`src/rtl/crossing_sensor_driver_if.sv`:
```
// crossing_sensor_driver_if: start/dir/abort request side and E/W/busy/done drive side of the crossing driver
interface crossing_sensor_driver_if;
  logic start;
  logic dir;
  logic abort;
  logic E;
  logic W;
  logic busy;
  logic done;
  modport master(output start, dir, abort, input E, W, busy, done);
  modport slave(input start, dir, abort, output E, W, busy, done);
endinterface

```
`src/rtl/crossing_sensor_driver.sv`:
```
// crossing_sensor_driver: on start, emits the lead -> both -> trail sensor sequence of a passing object
// with DWELL cycles per phase, then a one-cycle done pulse.
module crossing_sensor_driver #(
  parameter int DWELL = 4,
  parameter int CNT_W = 8
) (
  input logic clk,
  input logic rst,
  crossing_sensor_driver_if.slave bus
);
  typedef enum logic [2:0] {IDLE, LEAD, BOTH, TRAIL, DONE} state_t;
  localparam logic [CNT_W-1:0] LAST = CNT_W'(DWELL - 1);
  state_t state_q, state_d;
  logic [CNT_W-1:0] cnt_q, cnt_d;
  logic dir_q, dir_d, e_q, e_d, w_q, w_d, busy_q, busy_d, done_q, done_d;
  logic wrap, lead, trail;
  always_comb begin
    state_d = state_q;
    dir_d = dir_q;
    wrap = cnt_q == LAST;
    unique case (state_q)
      IDLE: if (bus.start) begin
        state_d = LEAD;
        dir_d = bus.dir;
      end
      LEAD: state_d = bus.abort ? IDLE : wrap ? BOTH : LEAD;
      BOTH: state_d = bus.abort ? IDLE : wrap ? TRAIL : BOTH;
      TRAIL: state_d = bus.abort ? IDLE : wrap ? DONE : TRAIL;
      DONE: state_d = IDLE;
      default: state_d = IDLE;
    endcase
    cnt_d = (state_d != state_q || state_q == IDLE) ? '0 : cnt_q + 1'b1;
    // Outputs are decoded from the next state so the registers line up with the state change
    lead = state_d == LEAD || state_d == BOTH;
    trail = state_d == BOTH || state_d == TRAIL;
    e_d = dir_d ? trail : lead;
    w_d = dir_d ? lead : trail;
    busy_d = lead || trail;
    done_d = state_d == DONE;
  end
  always_ff @(posedge clk) begin
    if (rst) begin
      state_q <= IDLE;
      cnt_q <= '0;
      dir_q <= 1'b0;
      e_q <= 1'b0;
      w_q <= 1'b0;
      busy_q <= 1'b0;
      done_q <= 1'b0;
    end else begin
      state_q <= state_d;
      cnt_q <= cnt_d;
      dir_q <= dir_d;
      e_q <= e_d;
      w_q <= w_d;
      busy_q <= busy_d;
      done_q <= done_d;
    end
  end
  assign bus.E = e_q;
  assign bus.W = w_q;
  assign bus.busy = busy_q;
  assign bus.done = done_q;
endmodule
```
`src/flat_wrapper.sv`:
```
// flat-port wrapper written by rule: the top's interface ports become plain ports
module crossing_sensor_driver_flat 
#(
  parameter int DWELL = 4,
  parameter int CNT_W = 8
)
  (clk, rst, bus_start, bus_dir, bus_abort, bus_E, bus_W, bus_busy, bus_done);
  crossing_sensor_driver_if bus_i ();
  input logic clk;
  input logic rst;
  input wire logic [$bits(bus_i.start)-1:0] bus_start;
  input wire logic [$bits(bus_i.dir)-1:0] bus_dir;
  input wire logic [$bits(bus_i.abort)-1:0] bus_abort;
  output wire logic [$bits(bus_i.E)-1:0] bus_E;
  output wire logic [$bits(bus_i.W)-1:0] bus_W;
  output wire logic [$bits(bus_i.busy)-1:0] bus_busy;
  output wire logic [$bits(bus_i.done)-1:0] bus_done;
  assign bus_i.start = bus_start;
  assign bus_i.dir = bus_dir;
  assign bus_i.abort = bus_abort;
  assign bus_E = bus_i.E;
  assign bus_W = bus_i.W;
  assign bus_busy = bus_i.busy;
  assign bus_done = bus_i.done;
  crossing_sensor_driver #(.DWELL(DWELL), .CNT_W(CNT_W)) u_core (.clk(clk), .rst(rst), .bus(bus_i));
endmodule
```
`config.mk`:
```
export PLATFORM = sky130hd
export DESIGN_NAME = crossing_sensor_driver_flat
export DESIGN_NICKNAME = d
export VERILOG_FILES = /design/src/rtl/crossing_sensor_driver_if.sv /design/src/rtl/crossing_sensor_driver.sv /design/src/flat_wrapper.sv
export SDC_FILE = /design/constraint.sdc
export NUM_CORES = 1
export LEC_CHECK = 0
export CAP_MARGIN = 0
export CORE_MARGIN = 2
export CORE_UTILIZATION = 30
export DETAILED_ROUTE_END_ITERATION = 16
export PLACE_DENSITY = 0.57
export SKIP_CTS_REPAIR_TIMING = 1
export SLEW_MARGIN = 0
export SYNTH_ARGS = -nofsm -noshare
export SYNTH_HDL_FRONTEND = slang
export SYNTH_SLANG_ARGS = --single-unit
```
`constraint.sdc`:
```
create_clock -name clk -period 5.3 [get_ports clk]
set_clock_uncertainty 0.2 [all_clocks]
set_input_delay 0.53 -clock clk [delete_from_list [all_inputs] [get_ports clk]]
set_output_delay 0.53 -clock clk [all_outputs]
set_load 0.02 [all_outputs]
```
Word level (Yosys, flattened, before mapping)
Cells that the tools add are included.

Register bits: 16. Bits of input ports: 5. Output and inout bits: 4. Word-level logic and storage cells: 35.

$add $sub $neg: 1. Equal/unequal tests: 9. Multiplexer cells: 12. Reduce and logical (&&, ||, !) cells: 6.

Operators with widths (number): 2-to-1 mux 3 bit (5); == test 3 x 2 -> 1 bit, second input constant (4); one-hot mux 3 bit (4 select lines) (1); adder 8 x 1 -> 8 bit, second input constant (1); == test 8 x 2 -> 1 bit, second input constant (1); == test 3 x 1 -> 1 bit, second input constant (2); 2-to-1 mux 1 bit (5); logical OR 1 bit (4); == test 3 bit, second input constant (1); logical NOT 3 bit (1); inequality test 3 bit (1); 2-to-1 mux 2 bit (1); OR reduction 2 bit (1).

Longest topological paths before layout
Word-level depth: 7. Mapped depth: 5. Mapped depth without buffers: 5.

Worst setup path after synthesis
OpenSTA, ideal clock, no wires.

Path kind: input-to-reg. Start: input port bus_start. End: register u_core.e_q, in the netlist u_core.bus.E. Library setup time: 0.075 ns. Arrival: 1.554 ns. Required time: 5.025 ns. Setup slack: 3.472 ns. Stages on the path: 4. Path buffers: 0. Cell sequence: or4b_4 > mux2i_1 > or2_2 > o22ai_1.

Longest elaborated chain between the ends: 5. Elaborated cells on any way between the ends: 10. Those cells by class: eq/ne: 3; mux: 5; reduce/logical: 2.

RTL lines: from (decl) (RTL line flat_wrapper.sv:11) `input wire logic [$bits(bus_i.start)-1:0] bus_start;`; 2-to-1 mux 3 bit (RTL line crossing_sensor_driver.sv:22) `IDLE: if (bus.start) begin`; one-hot mux 3 bit (4 select lines) (RTL line crossing_sensor_driver.sv:21) `unique case (state_q)`; == test 3 x 1 -> 1 bit (tied with other cells) (RTL line crossing_sensor_driver.sv:34) `lead = state_d == LEAD || state_d == BOTH;`; logical OR 1 bit (on tied branches) (RTL line crossing_sensor_driver.sv:34, crossing_sensor_driver.sv:35); 2-to-1 mux 1 bit (*) (RTL line crossing_sensor_driver.sv:36) `e_d = dir_d ? trail : lead;`; to (signal assigned) (RTL line crossing_sensor_driver.sv:46) `e_q <= 1'b0;`; to (signal assigned) (RTL line crossing_sensor_driver.sv:54) `e_q <= e_d;`; to (decl) (RTL line crossing_sensor_driver.sv:15) `logic dir_q, dir_d, e_q, e_d, w_q, w_d, busy_q, busy_d, done_q, done_d;`.

Every way passes the cells marked *; elsewhere a longest branch is shown, timed or not. A chain may end at the register's enable or synchronous reset.

Worst setup path after layout
Ends and elaborated chain as after synthesis.

==> reports/qor.txt <==
hpwl dp: 941.1 µm
area grow syn2layout: 20.70%
Yosys reg bits: 16
post-synthesis cell type count: 24
Final Hold Vio Count: 0
worst flop-to-flop path startpoint: u_core.cnt_q[0]$_SDFF_PP0_
global-route wire length before repair: 2180 µm
GRT overflow: 0
Fin Setup TNS: 0 ps
r2r worst-path depth: 5
final hold slack: 290.1 ps
outcome: finished clean
Power Total: 0.2252 mW
sequential share of the synthesized area: 47.32%
Cell Pwr Density: 275.6 nW/µm²
vias per cell: 4.973
TritonCTS clock tree: built
core area: 2170 µm²
routed len/inst: 11.33 µm
total wire length: 1258 µm
largest net degree at the start of global routing: 10
Pleak: 0.3065 nW
Critical Path End Type: flip-flop
Peak supply drop: 163.5 µV
die area: 2652 µm²
RSZ-0062 raised after global routing: false
cells after synthesis: 72
most frequent cells after synthesis: dfxtp_1 (16), nor2_1 (13), nand3_1 (6)
Synth Flop Type: dfxtp_1
1st-iter DRT viols: 7
Detailed Routing Iterations Pass 1: 4
r2r setup slk: 3370 ps
area of the mapped netlist: 676.9 µm²
final core utilization: 37.66%
Via Count: 552
clock sink count: 16
post-route ant nets: 0
Worst Hold Class: reg -> reg
ranking of synthesized cells by area: dfxtp_1 (47%), nor2_1 (7.2%), xor2_1 (6.5%)
Die Ht: 51.50 µm
Slew Viols, Final: 0
Post-synth EDFFs: 0
CTS Buffer Depth: 2
GRT Total Usage: 11.61%
Initial Utilization: 31.20%
worst-path fanout max: 3
reg2reg end: u_core.bus.E$_SDFF_PP0_
Buffers on Ports: 8
Data arrival, critical path: 2090 ps
share of cells above drive strength 1: 8.434%
hold path start: u_core.cnt_q[0]$_SDFF_PP0_
Rows: 17
vias in the first global route: 515
Max Cap Violations: 0
Peak Freq: 0.4814 GHz
io pins: 9
Clock Tree Root: clkbuf_4
Clock Pin Slew Worst Setup and Hold Paths: 90 ps
Tmin final: 2077 ps
Die Span X: 51.50 µm
Max-slew headroom: 75.51%
Routability Congestion: 0.7679
CTS Buf Count: 3
worst-skew pair later-pin latency: 280 ps
most common cell in the netlist: dfxtp_1
critical path required time: 5320 ps
syn_area_per_cell: 9.401 µm²
Net Count, Synth: 78
Synth area leader: dfxtp_1
hold depth: 1
ant diodes: 0
Register Area: 320.3 µm²
YS warnings: 0
# fillers: 241
Final nets: 90
type of origin of the critical path: primary input
critical path class: in -> reg
WHS Endpoint: u_core.cnt_q[0]$_SDFF_PP0_
depth of the CTS H-tree: 1
Slew @ Worst Pin: 362.3 ps
share of the synthesized area in the top cell type: 47.32%
Multi-input gate area: 341.6 µm²
asr flop ratio synth: 0%
DRC: 0
initial antenna violation count: 0
Final setup viols: 0
Tcrit/Tclk final: 39.19%
## cell families after synthesis
logic type,after synthesis,synth area share [%]
buffers and inverters,2,2.217
and+or+nand+nor,37,29.39
adders and majority gates,1,1.848
DFF,16,47.32
xor gates and xnor gates,7,9.057
AOI/OAI and AO/OA,7,7.209
muxes,2,2.958
## worst max-delay path: stages
cell	delay (ps)
clkdlybuf4s50_1	460
or4b_4	480
mux2i_1	150
or2_2	300
o22ai_1	170
## report_power, final
| group | internal (mW) | switching (mW) | leakage, nW |
|---|---|---|---|
| sequential | 0.123 | 0.00249 | 0.130 |
| clock | 0.0418 | 0.0381 | 0.0210 |
| combinational | 0.0107 | 0.00886 | 0.156 |
| total | 0.176 | 0.0495 | 0.307 |
## worst max path at each step
stage / from / end / slack (ps) / cells past startpoint
2_1_floorplan: bus_start / u_core.bus.E$_SDFF_PP0_ / 3470 / 4
5_1_grt: bus_start / u_core.bus.E$_SDFF_PP0_ / 3190 / 5
3_5_place_dp: bus_start / u_core.bus.E$_SDFF_PP0_ / 2910 / 5
4_1_cts: bus_start / u_core.bus.E$_SDFF_PP0_ / 3230 / 5
3_3_place_gp: bus_start / u_core.bus.W$_SDFF_PP0_ / 2960 / 5
6_report: bus_start / u_core.bus.E$_SDFF_PP0_ / 3220 / 5
## cell type report
class | instances | area share [%]
tap | 28 | 4.288
timing repair buffer | 8 | 9.801
sequential | 16 | 39.20
inverter | 1 | 0.4594
multi-input combinational | 54 | 41.81
clock buffer | 4 | 4.441
## cells in the final DEF (no fill, tap or decap), types with 2 or more instances in the layout
cell type        netlist  layout
and3_1                 3       3
xor2_1                 5       5
a21oi_1                2       2
nand3_1                6       6
dfxtp_1               16      16
clkdlybuf4s50_1        0       8
xnor2_1                2       2
o22ai_1                3       3
mux2i_1                2       2
nor2_1                13      13
or3_1                  2       2
nand2_1                3       3
clkbuf_4               0       3
nor3_1                 3       3
## per-layer routing
layer / up-vias / track usage, % / share of wire (%)
met4: 0 / 6.579 / 0
met2: 10 / 18.59 / 46
met5: - / 0 / 0
li1: 279 / - / -
met1: 263 / 12.52 / 49
met3: 0 / 5.460 / 5.3
## through the flow
stage          worst slack (ps)  cell area [µm²]  std cells
5_1_grt                    3187            817.0        111
3_5_place_dp               2913            780.7        107
6_report                   3223            817.0        111
4_1_cts                    3232            817.0        111
2_1_floorplan              3472            676.9         72
3_3_place_gp               2961            780.7        107
## registers in the layout, indices dropped and copies added, names as in the netlist
signal	flops
u_core.bus.W	1
u_core.state_q	3
u_core.dir_q	1
u_core.cnt_q	8
u_core.bus.E	1
u_core.bus.done	1
u_core.bus.busy	1
(Power assumes the default switching activity.)
==> patch, RTL diff (same settings) <==
Encoding of `state_t`: now Gray code (3 bits for 5 states).
--- a/src/rtl/crossing_sensor_driver.sv
+++ b/src/rtl/crossing_sensor_driver.sv
@@ -9,5 +9,5 @@
   crossing_sensor_driver_if.slave bus
 );
-  typedef enum logic [2:0] {IDLE, LEAD, BOTH, TRAIL, DONE} state_t;
+  typedef enum logic [2:0] {IDLE = 3'b000, LEAD = 3'b001, BOTH = 3'b011, TRAIL = 3'b010, DONE = 3'b110} state_t;
   localparam logic [CNT_W-1:0] LAST = CNT_W'(DWELL - 1);
   state_t state_q, state_d;
Check against the original RTL: no difference found for any inputs over 10 cycles, from zero or initial values and one cycle with rst high; not proved beyond that.
==> patch against the unedited design <==
  * Synthesized area up 1.1%
  * Cell area up 2.3%
  * Wire length down 7.9%
  * Sequential share of layout area down 0.88 points
  * Worst setup slack worse by 0.070 ns
  * Critical path depth unchanged
  * Critical endpoint is now u_core.bus.W$_SDFF_PP0_
  * Highest routed layer is now met4
  * Total power down 0.76%
  * Worst hold slack worse by 0.010 ns
  * Count of clock-buffer cells in the layout unchanged
  * Sequential cell count unchanged
==> patch: results (changes against the unedited design) <==
status finished clean (unchanged); post-DP HPWL 847 um (was 941 um); VDD IR max 0.162 mV (was 0.163 mV); number of global-route vias before repair 449 (was 515); initial drt markers 3 (was 7); nets 89 (was 90); P_leak 0.291 nW (was 0.307 nW); switch share 0.218 (was 0.220); Worst Tran Pin Value 0.557 ns (was 0.362 ns); Highest Signal Layer met4 (was met3); initial antenna violation count 0 (unchanged); H-Tree Depth 1 (unchanged); slowest CP cell clkdlybuf4s50_1 (was or4b_4); ys flop type dfxtp_1 (unchanged); DR WL/cell 10.5 um (was 11.3 um); layout cells sized above 1 0.0976 (was 0.0843); crit-path max FO 3 (unchanged); Root Buffer clkbuf_4 (unchanged); met2 wire length 508 um (was 576 um); via count 535 (was 552); first-pass GRT wire length 1810 um (was 2180 um); GRT Overall Usage 0.0946 (was 0.116); biggest regs u_core.cnt_q: 8 flops, u_core.state_q: 3 flops (unchanged); Synth top cells by count 16 x dfxtp_1, 12 x nor2_1, 5 x nand3_1, 5 x xor2_1, 4 x nor2b_1 (was 16 x dfxtp_1, 13 x nor2_1, 6 x nand3_1); combinational share of power 0.085 (was 0.087); sequential share of the synthesized area 0.468 (was 0.473); placed cells 106 (was 107); syn_nets 76 (was 78); average cell area after synthesis 9.78 um2 (was 9.40 um2); wl on met1 545 um (was 614 um); top post-synthesis cells by area dfxtp_1 47%, nor2_1 6.6%, xor2_1 6.4% (was dfxtp_1 47%, nor2_1 7.2%, xor2_1 6.5%); Netlist cell types 25 (was 24); gp weighted congestion 0.700 (was 0.768); wire length on met3 81 um (was 67 um); Port Buffer Count 8 (unchanged); worst reg-to-reg setup slack 3.15 ns (was 3.37 ns); setup TNS 0 ns (unchanged); clk pwr 0.0000794 W (was 0.0000800 W); critical path's largest stage delay 0.49 ns; Routed Wire Length 1160 um (was 1260 um)
==> patch: cell type report <==
cell class                 instances  area, um2
timing repair buffer               8       80.1
clock buffer                       4       36.3
tap                               28       35.0
sequential                        16        320
multi-input combinational         52        357
fill                             229       1360
inverter                           2       7.51
==> patch: layer usage <==
layer,vias up,track usage
met5,-,0
met4,0,0.0526
met3,5,0.0460
met2,12,0.145
met1,241,0.107
li1,277,-
==> patch: stage by stage <==
stage               setup WS, ns  total power, W   util  instance area [um2]  hold WS, ns
floorplan                   3.31        0.000138      -                  684        0.237
global placement            2.88        0.000147  0.365                  800        0.261
detailed placement          2.83        0.000147  0.365                  800        0.264
CTS                         3.14        0.000228  0.381                  836        0.287
global route                3.05        0.000235  0.381                  836        0.314
finish                      3.15        0.000223  0.381                  836        0.280
==> patch: cell families after synthesis <==
| family | share of synthesized area |
|---|---|
| DFF | 0.468 |
| xor gates and xnor gates | 0.0768 |
| muxes | 0.0311 |
| and+or+nand+nor | 0.291 |
| buffers and inverters | 0.0110 |
| AOI/OAI and AO/OA | 0.104 |
| adders and majority gates | 0.0183 |
==> patch: critical path: cells and delay by family <==
kind | cells | cell delay, ns
buffers and inverters | 1 | 0.49
and+or+nand+nor | 1 | 0.44
muxes | 1 | 0.41
AOI/OAI and AO/OA | 2 | 0.31
==> patch: path summary, 6_finish.rpt <==
check,start,cells past startpoint,end
max,bus_start,5,u_core.bus.W$_SDFF_PP0_
min,u_core.cnt_q[0]$_SDFF_PP0_,1,u_core.cnt_q[0]$_SDFF_PP0_
max reg2reg,u_core.cnt_q[0]$_SDFF_PP0_,5,u_core.bus.W$_SDFF_PP0_
min reg2reg,u_core.cnt_q[0]$_SDFF_PP0_,1,u_core.cnt_q[0]$_SDFF_PP0_
